## src/rtl/alu_op_sequencer_if.sv

```systemverilog
// Request / ALU-control / result bundle for alu_op_sequencer.
// Handshakes: a transfer happens on a rising clk edge where valid && ready is high; the
// source keeps its payload stable from raising valid until that edge.
interface alu_op_sequencer_if #(
    parameter int BITS = 32
);
    logic              op_valid;
    logic              op_ready;
    logic [3:0]        opcode;
    logic [BITS-1:0]   X;
    logic [BITS-1:0]   Y;
    logic [11:0]       alu_ctrl;
    logic [BITS-1:0]   alu_x;
    logic [BITS-1:0]   alu_y;
    logic [2*BITS-1:0] alu_result;
    logic              res_valid;
    logic              res_ready;
    logic [BITS-1:0]   result_hi;
    logic [BITS-1:0]   result_lo;
    logic              div_by_zero;
    logic              illegal_op;
    logic [2:0]        state_dbg;

    modport slave (
        input  op_valid, opcode, X, Y, alu_result, res_ready,
        output op_ready, alu_ctrl, alu_x, alu_y, res_valid,
               result_hi, result_lo, div_by_zero, illegal_op, state_dbg
    );

    modport master (
        output op_valid, opcode, X, Y, alu_result, res_ready,
        input  op_ready, alu_ctrl, alu_x, alu_y, res_valid,
               result_hi, result_lo, div_by_zero, illegal_op, state_dbg
    );
endinterface

```

## src/rtl/alu_op_sequencer.sv

```systemverilog
// Issue/sequencing controller for a one-hot ALU with internal shift-add multiply and
// restoring divide. Optional macro ALU_SEQ_EARLY_TERM_EN: multiply stops once the multiplier is exhausted.
module alu_op_sequencer #(
    parameter int BITS = 32
) (
    input logic               clk,
    input logic               clr,
    alu_op_sequencer_if.slave bus
);
    localparam int CW = $clog2(BITS);

    typedef enum logic [2:0] {
        IDLE = 3'd0,
        EXEC = 3'd1,
        MUL  = 3'd2,
        DIV  = 3'd3,
        DONE = 3'd4
    } state_t;

    state_t            state_q, state_d;
    logic              op_ready_q, op_ready_d;
    logic              res_valid_q, res_valid_d;
    logic [11:0]       alu_ctrl_q, alu_ctrl_d;
    logic [BITS-1:0]   alu_x_q, alu_x_d;
    logic [BITS-1:0]   alu_y_q, alu_y_d;
    logic [BITS-1:0]   result_hi_q, result_hi_d;
    logic [BITS-1:0]   result_lo_q, result_lo_d;
    logic              div_by_zero_q, div_by_zero_d;
    logic              illegal_op_q, illegal_op_d;
    logic [2*BITS-1:0] a_q, a_d;
    logic [2*BITS-1:0] acc_q, acc_d;
    logic [BITS-1:0]   b_q, b_d;
    logic [CW-1:0]     cnt_q, cnt_d;

    logic [2*BITS-1:0] mul_sum;
    logic              mul_last;
    logic              iter_last;
    logic [BITS:0]     div_r2;
    logic [BITS:0]     div_diff;
    logic [BITS-1:0]   div_rem;
    logic [BITS-1:0]   div_quo;

    // Iteration datapath. MUL: a_q is the multiplicand pre-shifted by the iteration index.
    // DIV: acc_q holds {partial remainder, dividend/quotient shift register}.
    always_comb begin
        iter_last = (cnt_q == CW'(BITS - 1));
        mul_sum   = acc_q + (b_q[0] ? a_q : '0);
`ifdef ALU_SEQ_EARLY_TERM_EN
        mul_last  = iter_last || ((b_q >> 1) == '0);
`else
        mul_last  = iter_last;
`endif
        div_r2    = {acc_q[2*BITS-1:BITS], acc_q[BITS-1]};
        div_diff  = div_r2 - {1'b0, b_q};
        div_rem   = div_diff[BITS] ? div_r2[BITS-1:0] : div_diff[BITS-1:0];
        div_quo   = {acc_q[BITS-2:0], ~div_diff[BITS]};
    end

    always_comb begin
        state_d       = state_q;
        op_ready_d    = op_ready_q;
        res_valid_d   = res_valid_q;
        alu_ctrl_d    = '0;
        alu_x_d       = alu_x_q;
        alu_y_d       = alu_y_q;
        result_hi_d   = result_hi_q;
        result_lo_d   = result_lo_q;
        div_by_zero_d = div_by_zero_q;
        illegal_op_d  = illegal_op_q;
        a_d           = a_q;
        acc_d         = acc_q;
        b_d           = b_q;
        cnt_d         = cnt_q;

        case (state_q)
            IDLE: begin
                if (bus.op_valid) begin
                    op_ready_d = 1'b0;
                    a_d        = {{BITS{1'b0}}, bus.X};
                    acc_d      = {{BITS{1'b0}}, bus.X};
                    b_d        = bus.Y;
                    cnt_d      = '0;
                    case (bus.opcode)
                        4'd2: begin
                            state_d = MUL;
                            acc_d   = '0;
                        end
                        4'd3: state_d = DIV;
                        4'd12, 4'd13, 4'd14, 4'd15: begin
                            state_d      = DONE;
                            res_valid_d  = 1'b1;
                            illegal_op_d = 1'b1;
                            result_hi_d  = '0;
                            result_lo_d  = '0;
                        end
                        default: begin
                            state_d    = EXEC;
                            alu_ctrl_d = 12'd1 << bus.opcode;
                            alu_x_d    = bus.X;
                            alu_y_d    = bus.Y;
                        end
                    endcase
                end
            end
            EXEC: begin
                {result_hi_d, result_lo_d} = bus.alu_result;
                res_valid_d = 1'b1;
                state_d     = DONE;
            end
            MUL: begin
                acc_d = mul_sum;
                a_d   = a_q << 1;
                b_d   = b_q >> 1;
                cnt_d = cnt_q + CW'(1);
                if (mul_last) begin
                    {result_hi_d, result_lo_d} = mul_sum;
                    res_valid_d = 1'b1;
                    state_d     = DONE;
                end
            end
            DIV: begin
                if (b_q == '0) begin
                    result_hi_d   = acc_q[BITS-1:0];
                    result_lo_d   = {BITS{1'b1}};
                    div_by_zero_d = 1'b1;
                    res_valid_d   = 1'b1;
                    state_d       = DONE;
                end else begin
                    acc_d = {div_rem, div_quo};
                    cnt_d = cnt_q + CW'(1);
                    if (iter_last) begin
                        result_hi_d = div_rem;
                        result_lo_d = div_quo;
                        res_valid_d = 1'b1;
                        state_d     = DONE;
                    end
                end
            end
            DONE: begin
                if (bus.res_ready) begin
                    res_valid_d   = 1'b0;
                    div_by_zero_d = 1'b0;
                    illegal_op_d  = 1'b0;
                    op_ready_d    = 1'b1;
                    state_d       = IDLE;
                end
            end
            default: begin
                state_d    = IDLE;
                op_ready_d = 1'b1;
            end
        endcase
    end

    always_ff @(posedge clk or posedge clr) begin
        if (clr) begin
            state_q       <= IDLE;
            op_ready_q    <= 1'b1;
            res_valid_q   <= 1'b0;
            alu_ctrl_q    <= '0;
            alu_x_q       <= '0;
            alu_y_q       <= '0;
            result_hi_q   <= '0;
            result_lo_q   <= '0;
            div_by_zero_q <= 1'b0;
            illegal_op_q  <= 1'b0;
            a_q           <= '0;
            acc_q         <= '0;
            b_q           <= '0;
            cnt_q         <= '0;
        end else begin
            state_q       <= state_d;
            op_ready_q    <= op_ready_d;
            res_valid_q   <= res_valid_d;
            alu_ctrl_q    <= alu_ctrl_d;
            alu_x_q       <= alu_x_d;
            alu_y_q       <= alu_y_d;
            result_hi_q   <= result_hi_d;
            result_lo_q   <= result_lo_d;
            div_by_zero_q <= div_by_zero_d;
            illegal_op_q  <= illegal_op_d;
            a_q           <= a_d;
            acc_q         <= acc_d;
            b_q           <= b_d;
            cnt_q         <= cnt_d;
        end
    end

    assign bus.op_ready    = op_ready_q;
    assign bus.res_valid   = res_valid_q;
    assign bus.alu_ctrl    = alu_ctrl_q;
    assign bus.alu_x       = alu_x_q;
    assign bus.alu_y       = alu_y_q;
    assign bus.result_hi   = result_hi_q;
    assign bus.result_lo   = result_lo_q;
    assign bus.div_by_zero = div_by_zero_q;
    assign bus.illegal_op  = illegal_op_q;
    assign bus.state_dbg   = state_q;
endmodule

```

## src/flat_wrapper.sv

```systemverilog
// flat-port wrapper written by rule: the top's interface ports become plain ports
module alu_op_sequencer_flat 
#(
    parameter int BITS = 32
)
  (clk, clr, bus_op_valid, bus_opcode, bus_X, bus_Y, bus_alu_result, bus_res_ready, bus_op_ready, bus_alu_ctrl, bus_alu_x, bus_alu_y, bus_res_valid, bus_result_hi, bus_result_lo, bus_div_by_zero, bus_illegal_op, bus_state_dbg);
  alu_op_sequencer_if #(.BITS(BITS)) bus_i ();
  input logic clk;
  input logic clr;
  input wire logic [$bits(bus_i.op_valid)-1:0] bus_op_valid;
  input wire logic [$bits(bus_i.opcode)-1:0] bus_opcode;
  input wire logic [$bits(bus_i.X)-1:0] bus_X;
  input wire logic [$bits(bus_i.Y)-1:0] bus_Y;
  input wire logic [$bits(bus_i.alu_result)-1:0] bus_alu_result;
  input wire logic [$bits(bus_i.res_ready)-1:0] bus_res_ready;
  output wire logic [$bits(bus_i.op_ready)-1:0] bus_op_ready;
  output wire logic [$bits(bus_i.alu_ctrl)-1:0] bus_alu_ctrl;
  output wire logic [$bits(bus_i.alu_x)-1:0] bus_alu_x;
  output wire logic [$bits(bus_i.alu_y)-1:0] bus_alu_y;
  output wire logic [$bits(bus_i.res_valid)-1:0] bus_res_valid;
  output wire logic [$bits(bus_i.result_hi)-1:0] bus_result_hi;
  output wire logic [$bits(bus_i.result_lo)-1:0] bus_result_lo;
  output wire logic [$bits(bus_i.div_by_zero)-1:0] bus_div_by_zero;
  output wire logic [$bits(bus_i.illegal_op)-1:0] bus_illegal_op;
  output wire logic [$bits(bus_i.state_dbg)-1:0] bus_state_dbg;
  assign bus_i.op_valid = bus_op_valid;
  assign bus_i.opcode = bus_opcode;
  assign bus_i.X = bus_X;
  assign bus_i.Y = bus_Y;
  assign bus_i.alu_result = bus_alu_result;
  assign bus_i.res_ready = bus_res_ready;
  assign bus_op_ready = bus_i.op_ready;
  assign bus_alu_ctrl = bus_i.alu_ctrl;
  assign bus_alu_x = bus_i.alu_x;
  assign bus_alu_y = bus_i.alu_y;
  assign bus_res_valid = bus_i.res_valid;
  assign bus_result_hi = bus_i.result_hi;
  assign bus_result_lo = bus_i.result_lo;
  assign bus_div_by_zero = bus_i.div_by_zero;
  assign bus_illegal_op = bus_i.illegal_op;
  assign bus_state_dbg = bus_i.state_dbg;
  alu_op_sequencer #(.BITS(BITS)) u_core (.clk(clk), .clr(clr), .bus(bus_i));
endmodule
```

## config.mk

```make
export PLATFORM = sky130hd
export DESIGN_NAME = alu_op_sequencer_flat
export DESIGN_NICKNAME = d
export VERILOG_FILES = /design/src/rtl/alu_op_sequencer_if.sv /design/src/rtl/alu_op_sequencer.sv /design/src/flat_wrapper.sv
export SDC_FILE = /design/constraint.sdc
export NUM_CORES = 1
export LEC_CHECK = 0
export CAP_MARGIN = 20
export CORE_MARGIN = 5
export CORE_UTILIZATION = 60
export DETAILED_ROUTE_END_ITERATION = 16
export HOLD_SLACK_MARGIN = 0.03
export PLACE_DENSITY = 0.85
export SETUP_SLACK_MARGIN = 0.15
export SYNTH_ARGS = -nofsm -noshare
export SYNTH_HDL_FRONTEND = slang
export SYNTH_SLANG_ARGS = --single-unit
export TNS_END_PERCENT = 100
```

## constraint.sdc

```tcl
create_clock -name clk -period 20.2 [get_ports clk]
set_clock_uncertainty 0.1 [all_clocks]
set_input_delay 4.04 -clock clk [delete_from_list [all_inputs] [get_ports clk]]
set_output_delay 4.04 -clock clk [all_outputs]
set_load 0.02 [all_outputs]
```

==> results <==
- For this design, the slowest cell found on the critical path is sky130_fd_sc_hd__clkdlybuf4s50_1.
- The insertion delay of the later-clocked pin in the worst-skew pair is around 550 ps.
- At the pin with the least slew margin, the transition time is 1151 ps.
- The number of DRC markers in iteration 0 is roughly 2.5k.
- The highest cell delay on the worst timing path is between 500 and 600 ps.
- Of the cells placed in the final design, the portion with a size suffix greater than 1 is 0.07096.
- The count of final max-slew check failures is 0.
- The tree is rooted in a sky130_fd_sc_hd__clkbuf_16.
- In this design, the critical path's most frequently occurring cell is sky130_fd_sc_hd__buf_4.
- In this run the cell area of the synthesized design comes to between 0.02 and 0.025 sq mm.
- The CTS tree is done.
- The setup total negative slack is 0 ps.
- The CTS clock-pin slew for the worst setup and hold paths is roughly 60 ps.
- The die is about 190 um wide.
- The H-tree depth is 2.
- The detailed router placed a little over 20k vias in this run.
- STA classifies the critical path endpoint as a flop.
- The leakage power total is 0.01046 uW.
- The number of global-route vias before repair was slightly above 20k.
- The number of setup buffers added after CTS is 0.
- The starting density of the core is 0.6052.
- After detailed routing, the average wire length per cell comes to approximately 26 um.
- The weighted congestion at the end of routability-driven global placement is roughly 1.1.
- In this run the count of I/O pins placed on the die edge is approximately 280.
- The cell count after synthesis is approximately 2.4k.
- In this run the worst path has a maximum fanout of 72.
- The number of maximum-capacitance violations is 0.
- Gates resized during post-CTS repair numbered 0.
- The routing layer with the top usage in global route is met2.
- Buffers inserted to repair hold after CTS numbered 0.
- After legalization and detailed placement, the total HPWL measured between 50 and 60 mm.
- The count of synthesis-stage warnings from yosys is 0.
- The fraction of the yosys area taken by sequential cells is 0.3868.
- In the routed design, unresolved DRC markers number 0.
- Of all flip-flops after synthesis, the portion carrying an async set or reset was 1.000.
- The number of buffers between clock root and the deepest sink is 3.
- The layout filler cell count is 2464.
- For met3 alone, demand over resource in global routing was 0.08054.
- The post-route antenna net violation count is 0.
- The global-route wire length before repair is about 120 mm.
- The via-per-instance ratio is 6.811.
- The die height is between 150 and 200 um.
- The remaining global-route overflow is 0.
- Entering global routing, the biggest net connects roughly 180 pins.
- Setup repair after global routing left no endpoint under its margin.
- The count of buffers added on input and output ports is about 280.
- IR analysis of the VDD net gives a maximum drop of between 0.1 and 0.15 mV.
- The worst setup path is launched from an input pin.
- The number of different library cells used by synthesis comes to 86.
- The endpoint required time on the critical path is 20470 ps.
- The area of all placed cells without fillers is ~0.024 sq mm.
- The placed instances occupy a cell area of between 0.02 and 0.025 sq mm.
- The clock buffer count from CTS is 36.
- The number of failing hold endpoints at the final stage is 0.
- The final layout contains routed wiring with a total length of 77.70 mm.
- The cell row count is 67.
- The floorplan step defined a core boundary enclosing 0.03336 sq mm.
- Data on the critical path arrives at its endpoint at ~6800 ps.
- Among all flip-flop cells after synthesis, the most frequent one is sky130_fd_sc_hd__dfrtp_1.
- The worst slew margin relative to its limit is 0.2328.
- The total power per unit cell area is about 160 mW/mm^2.
- The floorplan step defined a die boundary enclosing approximately 0.037 sq mm.
- The final period demand of the worst path is 6569 ps.
- The path class of the tightest hold or removal check is reg -> reg.
- The initial antenna violation count came to 2.
- The library cell used most frequently in the layout, excluding fill and tap cells, is sky130_fd_sc_hd__nand2_1.
- The setup path with the least slack is of type in -> reg.
- The run finished with clean final reports.
- In the final layout, the multi-input gates occupy 0.01157 sq mm.
- In this run the mean area of a mapped cell was ~8.5 sq um.
- Leaving out fill and tap cells, the most frequent cells in the layout are 324 x sky130_fd_sc_hd__nand2_1, 311 x sky130_fd_sc_hd__dfrtp_1, 282 x sky130_fd_sc_hd__clkdlybuf4s50_1.
- The number of nets in the final layout is 2789.
- The routing usage on met2 is 0.6409.
- The fraction of the cycle the final worst path needs is 0.3252.
- The critical path goes through clkdlybuf4s50_1 -> nand2_1 -> a21oi_2 -> buf_4 -> nand2_2 -> buf_4 -> o22ai_1 -> a31oi_1.
- The global-route usage over all layers is 0.3999.
- The area overhead of the layout relative to synthesis is 21.09%.
- In the global route stage, met1 resource usage came out at 0.5152.
- The top achievable clock speed is about 150 MHz.
- The final-report setup violation count is 0.
- The total iterations of the first detailed-routing run is 6.
- The tree built by TritonCTS fans out to between 300 and 400 sinks.
- Registers take 0.007809 sq mm.
- The flop and latch count out of synthesis is between 300 and 400.
- Yosys mapped a number of flops with a built-in enable equal to 0.
-- Yosys cell counts, types with 5 or more instances --
library cell,n,share of area
sky130_fd_sc_hd__a211o_1,7,0.0030
sky130_fd_sc_hd__a211oi_1,36,0.013
sky130_fd_sc_hd__a21o_1,42,0.016
sky130_fd_sc_hd__a21oi_1,194,0.048
sky130_fd_sc_hd__a221oi_1,25,0.011
sky130_fd_sc_hd__a222oi_1,11,0.0055
sky130_fd_sc_hd__a22oi_1,15,0.0056
sky130_fd_sc_hd__a31o_2,5,0.0022
sky130_fd_sc_hd__a31oi_1,58,0.018
sky130_fd_sc_hd__and2_1,69,0.021
sky130_fd_sc_hd__and3_1,20,0.0062
sky130_fd_sc_hd__and4_1,8,0.0035
sky130_fd_sc_hd__buf_1,10,0.0019
sky130_fd_sc_hd__buf_2,15,0.0037
sky130_fd_sc_hd__clkbuf_1,128,0.024
sky130_fd_sc_hd__dfrtp_1,311,0.39
sky130_fd_sc_hd__ha_1,97,0.060
sky130_fd_sc_hd__inv_1,66,0.012
sky130_fd_sc_hd__mux2_1,6,0.0033
sky130_fd_sc_hd__mux2_2,68,0.038
sky130_fd_sc_hd__mux2i_1,22,0.011
sky130_fd_sc_hd__nand2_1,326,0.061
sky130_fd_sc_hd__nand2b_1,16,0.0050
sky130_fd_sc_hd__nand3_1,25,0.0062
sky130_fd_sc_hd__nand4_1,24,0.0074
sky130_fd_sc_hd__nor2_1,201,0.037
sky130_fd_sc_hd__nor2b_1,14,0.0043
sky130_fd_sc_hd__nor3_1,24,0.0059
sky130_fd_sc_hd__nor4_1,10,0.0031
sky130_fd_sc_hd__o211ai_1,25,0.0093
sky130_fd_sc_hd__o21a_1,18,0.0067
sky130_fd_sc_hd__o21ai_0,148,0.037
sky130_fd_sc_hd__o21ai_1,41,0.010
sky130_fd_sc_hd__o21bai_1,11,0.0041
sky130_fd_sc_hd__o221ai_1,15,0.0065
sky130_fd_sc_hd__o22ai_1,67,0.021
sky130_fd_sc_hd__o31ai_1,14,0.0052
sky130_fd_sc_hd__or3_1,7,0.0022
sky130_fd_sc_hd__xnor2_1,60,0.026
sky130_fd_sc_hd__xor2_1,21,0.0091
-- flip-flops by register name, summed over array words and instances (netlist names) --
register,count
u_core.cnt_q,5
u_core.bus.alu_x,32
u_core.bus.result_hi,32
u_core.acc_q,64
u_core.bus.state_dbg,3
u_core.bus.alu_y,32
u_core.a_q,64
u_core.b_q,32
u_core.bus.alu_ctrl,12
u_core.bus.result_lo,32
u_core.bus.res_valid,1
u_core.bus.op_ready,1
u_core.bus.div_by_zero,1
u_core.bus.illegal_op,1
-- cell families after synthesis --
group / Yosys count / share of synthesized area
mux: 98 / 0.05404
fa+ha+maj: 99 / 0.06209
xor+xnor: 81 / 0.03514
other cells: 1 / 0.0001857
flops: 312 / 0.3868
buf+inv: 224 / 0.04387
compound gates: 785 / 0.2463
simple gates: 765 / 0.1716
-- stage by stage --
step / hold slack [ps] / power, uW / instances / setup WS, ps / util
finish: 378.8 / 4030 / 3028 / 13630 / 0.7328
global route: 412.0 / 4239 / 3027 / 13560 / 0.7327
CTS: 382.3 / 3960 / 3025 / 13430 / 0.7313
detailed placement: 364.4 / 3261 / 2962 / 13010 / 0.6956
global placement: 357.8 / 3197 / 2962 / 13120 / 0.6956
floorplan: 342.8 / 2493 / 2366 / 7432 / -
-- worst max-delay path: cells and delay by family --
kind / cells / cell delay, ps
AOI/OAI and AO/OA: 3 / 510
buffers and inverters: 3 / 1550
and+or+nand+nor: 2 / 570
-- power by group --
part | internal [uW] | switching, uW | total [uW]
clock network | 403 | 274 | 677
registers | 851 | 255 | 1110
logic | 887 | 1360 | 2250
total | 2140 | 1890 | 4030
-- final cells by class --
class | count | area share
Multi-Input combinational cell | 1830 | 0.4732
Sequential cell | 312 | 0.3194
Timing Repair Buffer | 308 | 0.1253
Clock buffer | 51 | 0.04166
Tap cell | 448 | 0.02293
Inverter | 66 | 0.01044
Clock inverter | 12 | 0.007062
Antenna cell | 1 | 0.0001023
-- routing by layer --
metal,wire length [um],up-vias
li1,-,8972
met1,29320,10010
met2,35760,1383
met3,7696,260
met4,4921,2
met5,7,-
-- path summary, 6_finish.rpt --
kind / cells past startpoint / from / to / slack (ps)
worst max register to register: 13 / u_core.b_q[0] / u_core.bus.result_hi[29] / 14640
min in group asynchronous: 2 / clr / u_core.a_q[36] / 3990
worst min register to register: 2 / u_core.cnt_q[4] / u_core.cnt_q[4] / 380
worst max-delay path: 8 / bus_op_valid / u_core.b_q[26] / 13630
worst min-delay path: 2 / u_core.cnt_q[4] / u_core.cnt_q[4] / 380
max in group asynchronous: 3 / clr / u_core.a_q[48] / 14370
Power figures use the tool's default switching activity.
